**src/rtl/bus_rr_scheduler.sv**
```systemverilog
// Round-robin packet bus scheduler: polls device FIFOs, pops one packet per grant
// and pushes it to the destination device (or every other device on broadcast).
module bus_rr_scheduler #(
    parameter int          drvrs     = 4,
    parameter int          pckg_sz   = 16,
    parameter logic [7:0]  broadcast = 8'hFF
) (
    input  logic                            clk,
    input  logic                            reset,
    input  logic [drvrs-1:0]                pndng,
    input  logic [drvrs-1:0][pckg_sz-1:0]   D_pop,
    output logic [drvrs-1:0]                pop,
    output logic [drvrs-1:0]                push,
    output logic [pckg_sz-1:0]              D_push,
    output logic                            busy,
    output logic [3:0]                      grant_id,
    output logic [7:0]                      err_cnt,
    output logic [15:0]                     pkt_cnt
);

    localparam int         GW   = (drvrs > 1) ? $clog2(drvrs) : 1;
    localparam logic [7:0] NDRV = 8'(drvrs);

    typedef enum logic [1:0] {IDLE, POP, PUSH} state_t;

    state_t               state_q, state_d;
    logic [drvrs-1:0]     pop_q, pop_d;
    logic [drvrs-1:0]     push_q, push_d;
    logic [pckg_sz-1:0]   D_push_q, D_push_d;
    logic                 busy_q, busy_d;
    logic [3:0]           grant_id_q, grant_id_d;
    logic [3:0]           last_q, last_d;
    logic [7:0]           err_cnt_q, err_cnt_d;
    logic [15:0]          pkt_cnt_q, pkt_cnt_d;

    logic                 sel_found;
    logic [3:0]           sel_idx;
    logic [GW-1:0]        idx_w;
    logic [GW-1:0]        gsel;
    logic [7:0]           hdr;

    // First pending requester at or after last+1, wrapping around.
    always_comb begin
        sel_found = 1'b0;
        sel_idx   = '0;
        idx_w     = '0;
        for (int i = 0; i < drvrs; i++) begin
            idx_w = GW'((int'(last_q) + 1 + i) % drvrs);
            if (!sel_found && pndng[idx_w]) begin
                sel_found = 1'b1;
                sel_idx   = 4'(idx_w);
            end
        end
    end

    assign gsel = grant_id_q[GW-1:0];
    assign hdr  = D_pop[gsel][pckg_sz-1 -: 8];

    always_comb begin
        state_d    = state_q;
        pop_d      = '0;
        push_d     = '0;
        D_push_d   = D_push_q;
        grant_id_d = grant_id_q;
        last_d     = last_q;
        err_cnt_d  = err_cnt_q;
        pkt_cnt_d  = pkt_cnt_q;
        case (state_q)
            IDLE: begin
                if (sel_found) begin
                    grant_id_d                 = sel_idx;
                    last_d                     = sel_idx;
                    pop_d[sel_idx[GW-1:0]]     = 1'b1;
                    state_d                    = POP;
                end
            end
            POP: begin
                // Destination is decoded as the packet is latched so push is registered.
                D_push_d = D_pop[gsel];
                if (hdr == broadcast) begin
                    push_d       = '1;
                    push_d[gsel] = 1'b0;
                end else if (hdr < NDRV && hdr != {4'b0, grant_id_q}) begin
                    push_d[hdr[GW-1:0]] = 1'b1;
                end
                state_d = PUSH;
            end
            PUSH: begin
                if (|push_q)
                    pkt_cnt_d = pkt_cnt_q + 16'd1;
                else if (err_cnt_q != 8'hFF)
                    err_cnt_d = err_cnt_q + 8'd1;
                state_d = IDLE;
            end
            default: state_d = IDLE;
        endcase
        busy_d = (state_d != IDLE);
    end

    always_ff @(posedge clk or negedge reset) begin
        if (!reset) begin
            state_q    <= IDLE;
            pop_q      <= '0;
            push_q     <= '0;
            D_push_q   <= '0;
            busy_q     <= 1'b0;
            grant_id_q <= '0;
            last_q     <= 4'(drvrs - 1);
            err_cnt_q  <= '0;
            pkt_cnt_q  <= '0;
        end else begin
            state_q    <= state_d;
            pop_q      <= pop_d;
            push_q     <= push_d;
            D_push_q   <= D_push_d;
            busy_q     <= busy_d;
            grant_id_q <= grant_id_d;
            last_q     <= last_d;
            err_cnt_q  <= err_cnt_d;
            pkt_cnt_q  <= pkt_cnt_d;
        end
    end

    assign pop      = pop_q;
    assign push     = push_q;
    assign D_push   = D_push_q;
    assign busy     = busy_q;
    assign grant_id = grant_id_q;
    assign err_cnt  = err_cnt_q;
    assign pkt_cnt  = pkt_cnt_q;

endmodule

```
**config.mk**
```make
export PLATFORM = sky130hd
export DESIGN_NAME = bus_rr_scheduler
export DESIGN_NICKNAME = d
export VERILOG_FILES = /design/src/rtl/bus_rr_scheduler.sv
export SDC_FILE = /design/constraint.sdc
export NUM_CORES = 1
export LEC_CHECK = 0
export BUFFER_PORTS_ARGS = -buffer_cell sky130_fd_sc_hd__buf_2
export CAP_MARGIN = 15
export CORE_MARGIN = 1
export CORE_UTILIZATION = 41
export CTS_CLUSTER_SIZE = 25
export DETAILED_ROUTE_END_ITERATION = 8
export GPL_ROUTABILITY_DRIVEN = 0
export MAX_ROUTING_LAYER = met4
export PLACE_DENSITY = 0.71
export SLEW_MARGIN = 30
export SYNTH_ARGS = -nofsm -noshare
export SYNTH_HDL_FRONTEND = slang
export SYNTH_SLANG_ARGS = --single-unit
```
**constraint.sdc**
```tcl
create_clock -name clk -period 3.6 [get_ports clk]
set_input_delay 0.18 -clock clk [delete_from_list [all_inputs] [get_ports clk]]
set_output_delay 0.18 -clock clk [all_outputs]
set_load 0.01 [all_outputs]
```
* Word level (Yosys, flattened, before mapping)
Index checks and enable logic that the tools add are counted.
Word-level totals: bits in registers 57, input port bits 70, output and inout bits 53, logic and storage cells 80
Operators by class: add/sub/neg operators 6, order comparisons 11, equal/unequal tests 5, mux-type cells 31, bitwise gates (word level) 2, reductions and logical operators 16
Operators with widths (count):
- $bmux W16 S2 | 1
- $mux W4 | 8
- $lt A2 B3 Y1 const B | 7
- $add A16 B1 Y16 const B | 1
- $mux W16 | 1
- $mux W1 | 11
- $add A8 B1 Y8 const B | 1
- $bmux W1 S2 | 4
- $eq A8 B8 Y1 const B | 1
- $lt A8 B3 Y1 const B | 1
- $ne A8 B4 Y1 | 1
- $ne A8 B8 Y1 const B | 1
- $logic_and A1 B1 Y1 | 7
- $add A2 B2 Y2 const B | 3
- $demux W1 S2 | 3
- $ge A2 B1 Y1 const B | 3
- $mux W2 | 2
- $not A4 Y4 | 1
- $pmux W2 S2 | 1
- $reduce_and A2 Y1 | 2
- $reduce_or A4 Y1 | 1
- $logic_not A1 Y1 | 3
- $reduce_and A3 Y1 | 1
- $add A2 B1 Y2 const B | 1
- other kinds (5) | 5

* Longest topological paths before layout
Gate-level depths: netlist (run 1).
word-level depth 19, mapped depth 6, depth with buffers taken out 5

* Worst setup path after synthesis (run 1)
No wires, ideal clock.
kind reg-to-reg, start register push_q[1] (netlist: push[1]), end register err_cnt_q[1] (netlist: err_cnt[1]), library setup time 0.125 ns, data arrival time 1.634 ns, setup slack 1.841 ns, cell stages (with the launch flop) 4, clock period less this slack 1.759 ns, path through dfrtp_1 > nor4_1 > o211a_1 > mux2_2
Between the ends: word-level cells in the longest chain between the ends 3
RTL lines:
- from (decl) | line 28 | logic [drvrs-1:0] push_q, push_d;
- from (signal assigned) | line 114 | push_q <= push_d;
- $reduce_or A4 Y1 | line 89 | if (|push_q)
- $not A1 Y1 (no line)
- $reduce_and A3 Y1 (no line)
- to (signal assigned) | line 119 | err_cnt_q <= err_cnt_d;
- to (decl) | line 33 | logic [7:0] err_cnt_q, err_cnt_d;
Every way passes these cells. A chain may end at the register's enable or synchronous reset.

* Worst setup path in the final report (run 1)
start register grant_id_q[1] (netlist: grant_id[1]), end register push_q[3] (netlist: push[3])
Between the ends: word-level cells in the longest chain between the ends 9, elaborated cells on any way between the ends 20, those cells by class 5 x order compare; 2 x eq/ne; 9 x mux; 1 x bitwise; 3 x reduce/logical
RTL lines:
- from (decl) | line 31 | logic [3:0] grant_id_q, grant_id_d;
- from (signal assigned) | line 117 | grant_id_q <= grant_id_d;
- $bmux W16 S2 | line 57 | assign hdr = D_pop[gsel][pckg_sz-1 -: 8];
- $mux W16 (not written as such) | line 57
- $lt A2 B3 Y1 (not written as such) / $ge A2 B1 Y1 (equally long branches) | line 84 | push_d[hdr[GW-1:0]] = 1'b1;
- $logic_and A1 B1 Y1 (not written as such) | line 84
- $mux W1 (not written as such) | line 84
- $demux W1 S2 | line 84
- $mux W4 | line 83 | end else if (hdr < NDRV && hdr != {4'b0, grant_id_q}) begin
- $mux W4 * | line 80 | if (hdr == broadcast) begin
- $mux W4 * | line 68 | case (state_q)
- named net push_d[3] | line 28
Mark *: on every way through the listed nets, which the timed path passes. The rest lies on a longest branch. The select of a mux whose other input is x is not followed.

==> results of run 1 <==
==> state kept, by name (all words and copies together) (netlist names) <==
register / cells
D_push: 16
pkt_cnt: 16
err_cnt: 8
pop: 4
push: 4
grant_id: 2
last_q: 2
state_q: 2
busy: 1
==> worst paths after layout <==
| check | from | endpoint | slack, ps |
|---|---|---|---|
| worst min-delay path | reset | err_cnt[3] | -7 |
| worst max-delay path | grant_id[1] | push[3] | 1450 |
| worst max register to register | grant_id[1] | push[3] | 1450 |
| min in group clk | D_pop[48] | D_push[0] | 280 |
| max in group asynchronous | reset | err_cnt[1] | 3160 |
| worst min register to register | D_push[10] | D_push[10] | 480 |
==> report_power, final <==
part	switching (mW)	leakage, nW	internal (mW)	total [mW]
Clock	0.204	0.0408	0.139	0.343
Sequential	0.169	0.714	0.806	0.975
Combinational	0.565	1.11	0.505	1.07
==> worst max-delay path: cells and delay by family, from the launching register on <==
family	cells	cell delay, ps
flip-flops	1	960
AND/OR/NAND/NOR	2	370
AO/OA/AOI/OAI	1	290
multiplexers	1	430
==> per-stage QoR <==
stage / instances / total power [mW]
CTS: 444 / 2.417
global route: 444 / 2.581
floorplan: 248 / 1.721
global placement: 436 / 2.040
detailed placement: 436 / 2.065
finish: 444 / 2.389
==> cells by family (layout without fill, tap and decap cells) <==
group	Yosys count	in the layout	synth area share [%]
AOI/OAI and AO/OA	22	22	5.501
xor gates and xnor gates	22	22	6.832
adders and majority gates	2	2	0.8872
buffers and inverters	17	136	2.928
DFF	55	55	48.89
muxes	24	24	16.64
other	1	2	0.1330
and+or+nand+nor	104	104	18.19
==> area by class of cell <==
class	count	area, sq um
clock buffers	5	68.82
clock inverters	3	23.77
fillers	603	2923
inverters	5	18.77
multi-input cells	176	1363
flip-flops and latches	55	1379
well taps	77	96.34
repair buffers	123	623.1
==> layout by cell type, fill, tap and decap left out, types with 5 or more instances in the layout <==
| master | instances |
|---|---|
| nand4_1 | 10 |
| nand3_1 | 6 |
| clkbuf_8 | 5 |
| nor2_1 | 8 |
| inv_1 | 5 |
| mux4_1 | 6 |
| buf_2 | 120 |
| dfrtp_1 | 53 |
| o21ai_0 | 7 |
| mux2_2 | 5 |
| nand2_1 | 58 |
| xnor2_1 | 18 |
| mux4_2 | 10 |
==> layer usage <==
| layer | share of wire [%] | GRT usage (%) | wire length (um) |
|---|---|---|---|
| met3 | 5.5 | 3.599 | 350 |
| met2 | 51 | 33.26 | 3212 |
| met1 | 43 | 24.02 | 2738 |
| met5 | 0 | - | 0 |
| met4 | 0.46 | 4.314 | 29 |
==> summary.txt, run 1 <==
Yosys
  – Mapped Area: 0.002820 sq mm
  – Syn Inst Count: 247
  – #FFs+latches synth: 55
  – Post-synth ARST share: 100.0%
  – EDFF count, synth: 0
  – Yosys warnings: 0
  – Synth top area cells: dfrtp_1 (47%), mux4_2 (8.0%), nand2_1 (7.7%), mux4_1 (5.6%), xnor2_1 (5.6%)
  – Predominant post-synthesis flop cell: dfrtp_1
  – Mean Syn Cell Area: 11.42 sq um
  – Seq/Total Area, Yosys: 48.89%
  – Count leader, synth: nand2_1
  – Area leader, netlist: dfrtp_1
  – Synth top area share: 47.03%
  – Netlist cell types: 41
  – Commonest cells in the netlist: nand2_1 (58), dfrtp_1 (53), xnor2_1 (18), mux4_2 (10), nand4_1 (10)

Timing
  – Setup Skew: 12.63 ps
  – Fin crit period: 2155 ps
  – Worst Setup Slack, final: 1445 ps
  – Period utilisation layout: 59.85%
  – Worst hold margin: -7.084 ps
  – Actual slew at the worst max-slew pin: 925.0 ps
  – Fmax achieved: 0.4641 GHz
  – RSZ-0062 raised after global routing: false
  – Max-slew violation count: 0
  – Fin Setup TNS: 0 ps
  – Endpoints failing hold: 18
  – Max-slew headroom: 38.33%
  – Setup-failing EPs final: 0

CTS
  – Clock tree sinks: 55
  – Hold buffer count at cts: 0
  – H-tree depth: 2
  – Clock Tree Root: clkbuf_8
  – Post-CTS setup buffers: 0
  – Clock transition at path regs: 100 ps
  – Clk_lat worst skew: 310 ps
  – PostCTS Resize Cnt: 0
  – Bufs on Longest Clock Path: 2
  – CTS tree: yes
  – CTS Buf Count: 5

Die
  – Initial core utilization: 43.42%
  – Site row count: 29
  – Die width: 84.94 um
  – Die area: 0.007214 sq mm
  – Die Ht: 84.94 um
  – Core ar.: 0.006495 sq mm
  – IO Pins: 123

Route
  – Via count: 2338
  – First DRT Iteration DRCs: 100
  – WL final: 6331 um
  – Vias per cell: 5.266
  – Pre-antenna DRT Iters: 9
  – DRC Markers: 6
  – Antenna viol nets, final: 0
  – Wirelength per Cell: 14.26 um

Global route
  – Vias in the first global route: 2269
  – First-pass GRT wire length: 10670 um
  – Antenna violations before repair: 0
  – Grt total ovfl: 0
  – All-Layer GR Usage: 19.39%
  – Pin count of the biggest net entering global routing: 56

Worst setup path
  – Worst reg2reg path depth: 4
  – CP max-delay cell: dfrtp_1
  – Crit path DAT: 2360 ps
  – Worst path required time: 3800 ps
  – CP max FO: 27
  – Worst path max stage delay: 960 ps
  – Kind of critical path: flip-flop to flip-flop
  – Crit path cell chain: mux4_2, nand4_1, or2_4, o32ai_1
  – CP Capture Type: flip-flop
  – CP startpoint kind: flip-flop

Final layout
  – Fin area: 0.003572 sq mm
  – Area growth, synth to finish: 26.66%
  – Final Util: 55.00%
  – Fin nets: 438
  – Antenna cells: 0
  – Layout cells sized above 1: 41.42%

Power
  – Power per cell area: 668.9 mW/mm^2
  – Pleak: 1.870 nW
  – Worst VDD drop: 0.3147 mV

Placement
  – Post-DP HPWL: 4888 um
  – Worst slack at placement: 1468 ps
  – IO buf count: 120
  – Placed inst area: 0.003480 sq mm

Outcome
  – Outcome: complete, but fails checks
  – Failing checks: DRC, hold timing

Flow run
  – Max-Cap Viols: 0

Worst hold path
  – Worst Hold Class: input pin to asynchronous set/reset pin
(Power assumes the default switching activity.)
==> run 2, diff against run 1 <==
==> constraint.sdc (replaced) <==
create_clock -name clk -period 2.05 [get_ports clk]
set_input_delay 0.1025 -clock clk [delete_from_list [all_inputs] [get_ports clk]]
set_output_delay 0.1025 -clock clk [all_outputs]
set_load 0.01 [all_outputs]
==> summary.txt, run 2 (synthesis gave the netlist of run 1 again) <==
Outcome
  – Outcome: complete, but fails checks
  – Failing checks: DRC

CTS
  – Post-CTS setup buffers: 0
  – PostCTS Resize Cnt: 0
  – Clock transition at path regs: 100 ps
  – Clk_lat worst skew: 300 ps
  – Clock Tree Root: clkbuf_8
  – Hold buffer count at cts: 1
  – Clock tree sinks: 55
  – Bufs on Longest Clock Path: 2
  – CTS tree: yes
  – CTS Buf Count: 5
  – H-tree depth: 2

Placement
  – Worst slack at placement: 265.3 ps
  – Placed inst area: 0.003545 sq mm
  – IO buf count: 120
  – Placed insts: 443
  – Post-DP HPWL: 5107 um

Worst setup path
  – Kind of critical path: flip-flop to flip-flop
  – CP Capture Type: flip-flop
  – R2r setup slk: 220 ps
  – Worst path required time: 2250 ps
  – Worst path max stage delay: 570 ps
  – CP max FO: 7
  – RR Endpoint: push[1]
  – WP buf/inv: 1
  – Reg2reg start: grant_id[0]
  – Worst reg2reg path depth: 5
  – CP startpoint kind: flip-flop
  – Crit path cell chain: buf_4, mux4_2, nor4_4, nand4_1, o32ai_1
  – CP max-delay cell: mux4_2
  – Crit path DAT: 2040 ps
  – Critical path's top delay family: multiplexers

Final layout
  – Fillers: 588
  – Non-Filler Instances: 452
  – Leading cell type in the layout, fill and taps excluded: buf_2
  – Fin area: 0.003654 sq mm
  – Final Util: 56.25%
  – Layout cells sized above 1: 42.40%
  – Area growth, synth to finish: 29.55%
  – Fin nets: 446
  – Commonest cells after routing, fill and taps aside: buf_2 (120), nand2_1 (58), dfrtp_1 (53), xnor2_1 (18)
  – Multi-input logic area: 0.001363 sq mm
  – Antenna cells: 0
  – Reg area: 0.001379 sq mm

Timing
  – Actual slew at the worst max-slew pin: 613.2 ps
  – Max-slew headroom: 59.12%
  – RSZ-0062 raised after global routing: false
  – Setup Skew: 10.90 ps
  – Fin crit period: 1834 ps
  – Worst Setup Slack, final: 215.6 ps
  – Worst hold margin: 202.9 ps
  – Setup-failing EPs final: 0
  – Fin Setup TNS: 0 ps
  – Max-slew violation count: 0
  – Period utilisation layout: 89.48%
  – Fmax achieved: 0.5452 GHz
  – Endpoints failing hold: 0

Worst hold path
  – Worst Hold Launch: D_pop[7]
  – WHS Path Cells: 4
  – Worst Hold Class: input pin to flip-flop
  – Hold-critical path endpoint: D_push[7]

Die
  – Die area: 0.007214 sq mm
  – Core ar.: 0.006495 sq mm
  – Site row count: 29
  – Die Ht: 84.94 um
  – Die width: 84.94 um
  – IO Pins: 123
  – Initial core utilization: 43.42%

Route
  – Pre-antenna DRT Iters: 6
  – Vias per cell: 5.239
  – DRC Markers: 6
  – First DRT Iteration DRCs: 101
  – Antenna viol nets, final: 0
  – WL final: 6373 um
  – Wirelength per Cell: 14.10 um
  – Via count: 2368

Global route
  – First-pass GRT wire length: 10830 um
  – Vias in the first global route: 2361
  – All-Layer GR Usage: 19.60%
  – Antenna violations before repair: 0
  – Pin count of the biggest net entering global routing: 30
  – Grt total ovfl: 0

Power
  – Pint: 2.643 mW
  – Seq pwr share: 38.6%
  – Share of power burned in combinational logic: 47.0%
  – Clk network pwr share: 14.4%
  – Power per cell area: 1177 mW/mm^2
  – Worst VDD drop: 0.5732 mV
  – Pleak: 1.919 nW
  – Sw power: 1.659 mW
  – Total power: 4.302 mW
  – Switching share of total power: 38.57%

Flow run
  – Max-Cap Viols: 0
==> run 2: changes by cell type in the layout (fill, tap and decap cells not counted), sizes merged <==
cell | before | now
inv | 6 | 5
clkinvlp | 2 | 1
clkinv | 0 | 1
dlygate4sd3 | 0 | 1
buf | 123 | 130
clkbuf | 5 | 6
==> run 2: area by class of cell <==
type,count,share of cell area (%)
Multi-Input combinational cell,176,37.29
Inverter,5,0.5137
Clock inverter,2,0.4452
Tap cell,77,2.637
Sequential cell,55,37.74
Timing Repair Buffer,131,19.11
Clock buffer,6,2.260
==> run 2: worst max-delay path by stage <==
stage                      from         end  slack (ps)  cells past startpoint
global route        grant_id[1]     push[2]         150                      5
CTS                 grant_id[0]     push[1]         230                      5
detailed placement  grant_id[0]     push[1]         270                      5
global placement    grant_id[0]     push[0]         330                      5
finish              grant_id[0]     push[1]         220                      5
floorplan               push[1]  err_cnt[1]         290                      3
==> run 2: worst reg2reg max path, cell delays in order (launching register included) <==
cell and delay, ps:
dfrtp_1 370, buf_4 170, mux4_2 570, nor4_4 300
nand4_1 170, o32ai_1 150
==> run 2: layer usage <==
metal | up-vias | share of wire, % | global-route usage [%]
li1 | 1132 | - | -
met4 | 0 | 1.4 | 5.239
met1 | 1136 | 45 | 24.57
met3 | 8 | 5.3 | 3.696
met5 | - | 0 | -
met2 | 92 | 49 | 32.82
==> run 2: power by group through the flow <==
stage / clock [mW] / sequential (mW) / combinational (mW)
floorplan: 0 / 1.76 / 1.26
global placement: 0 / 1.67 / 2.00
detailed placement: 0 / 1.68 / 2.04
CTS: 0.643 / 1.66 / 2.05
global route: 0.684 / 1.71 / 2.24
finish: 0.619 / 1.66 / 2.02
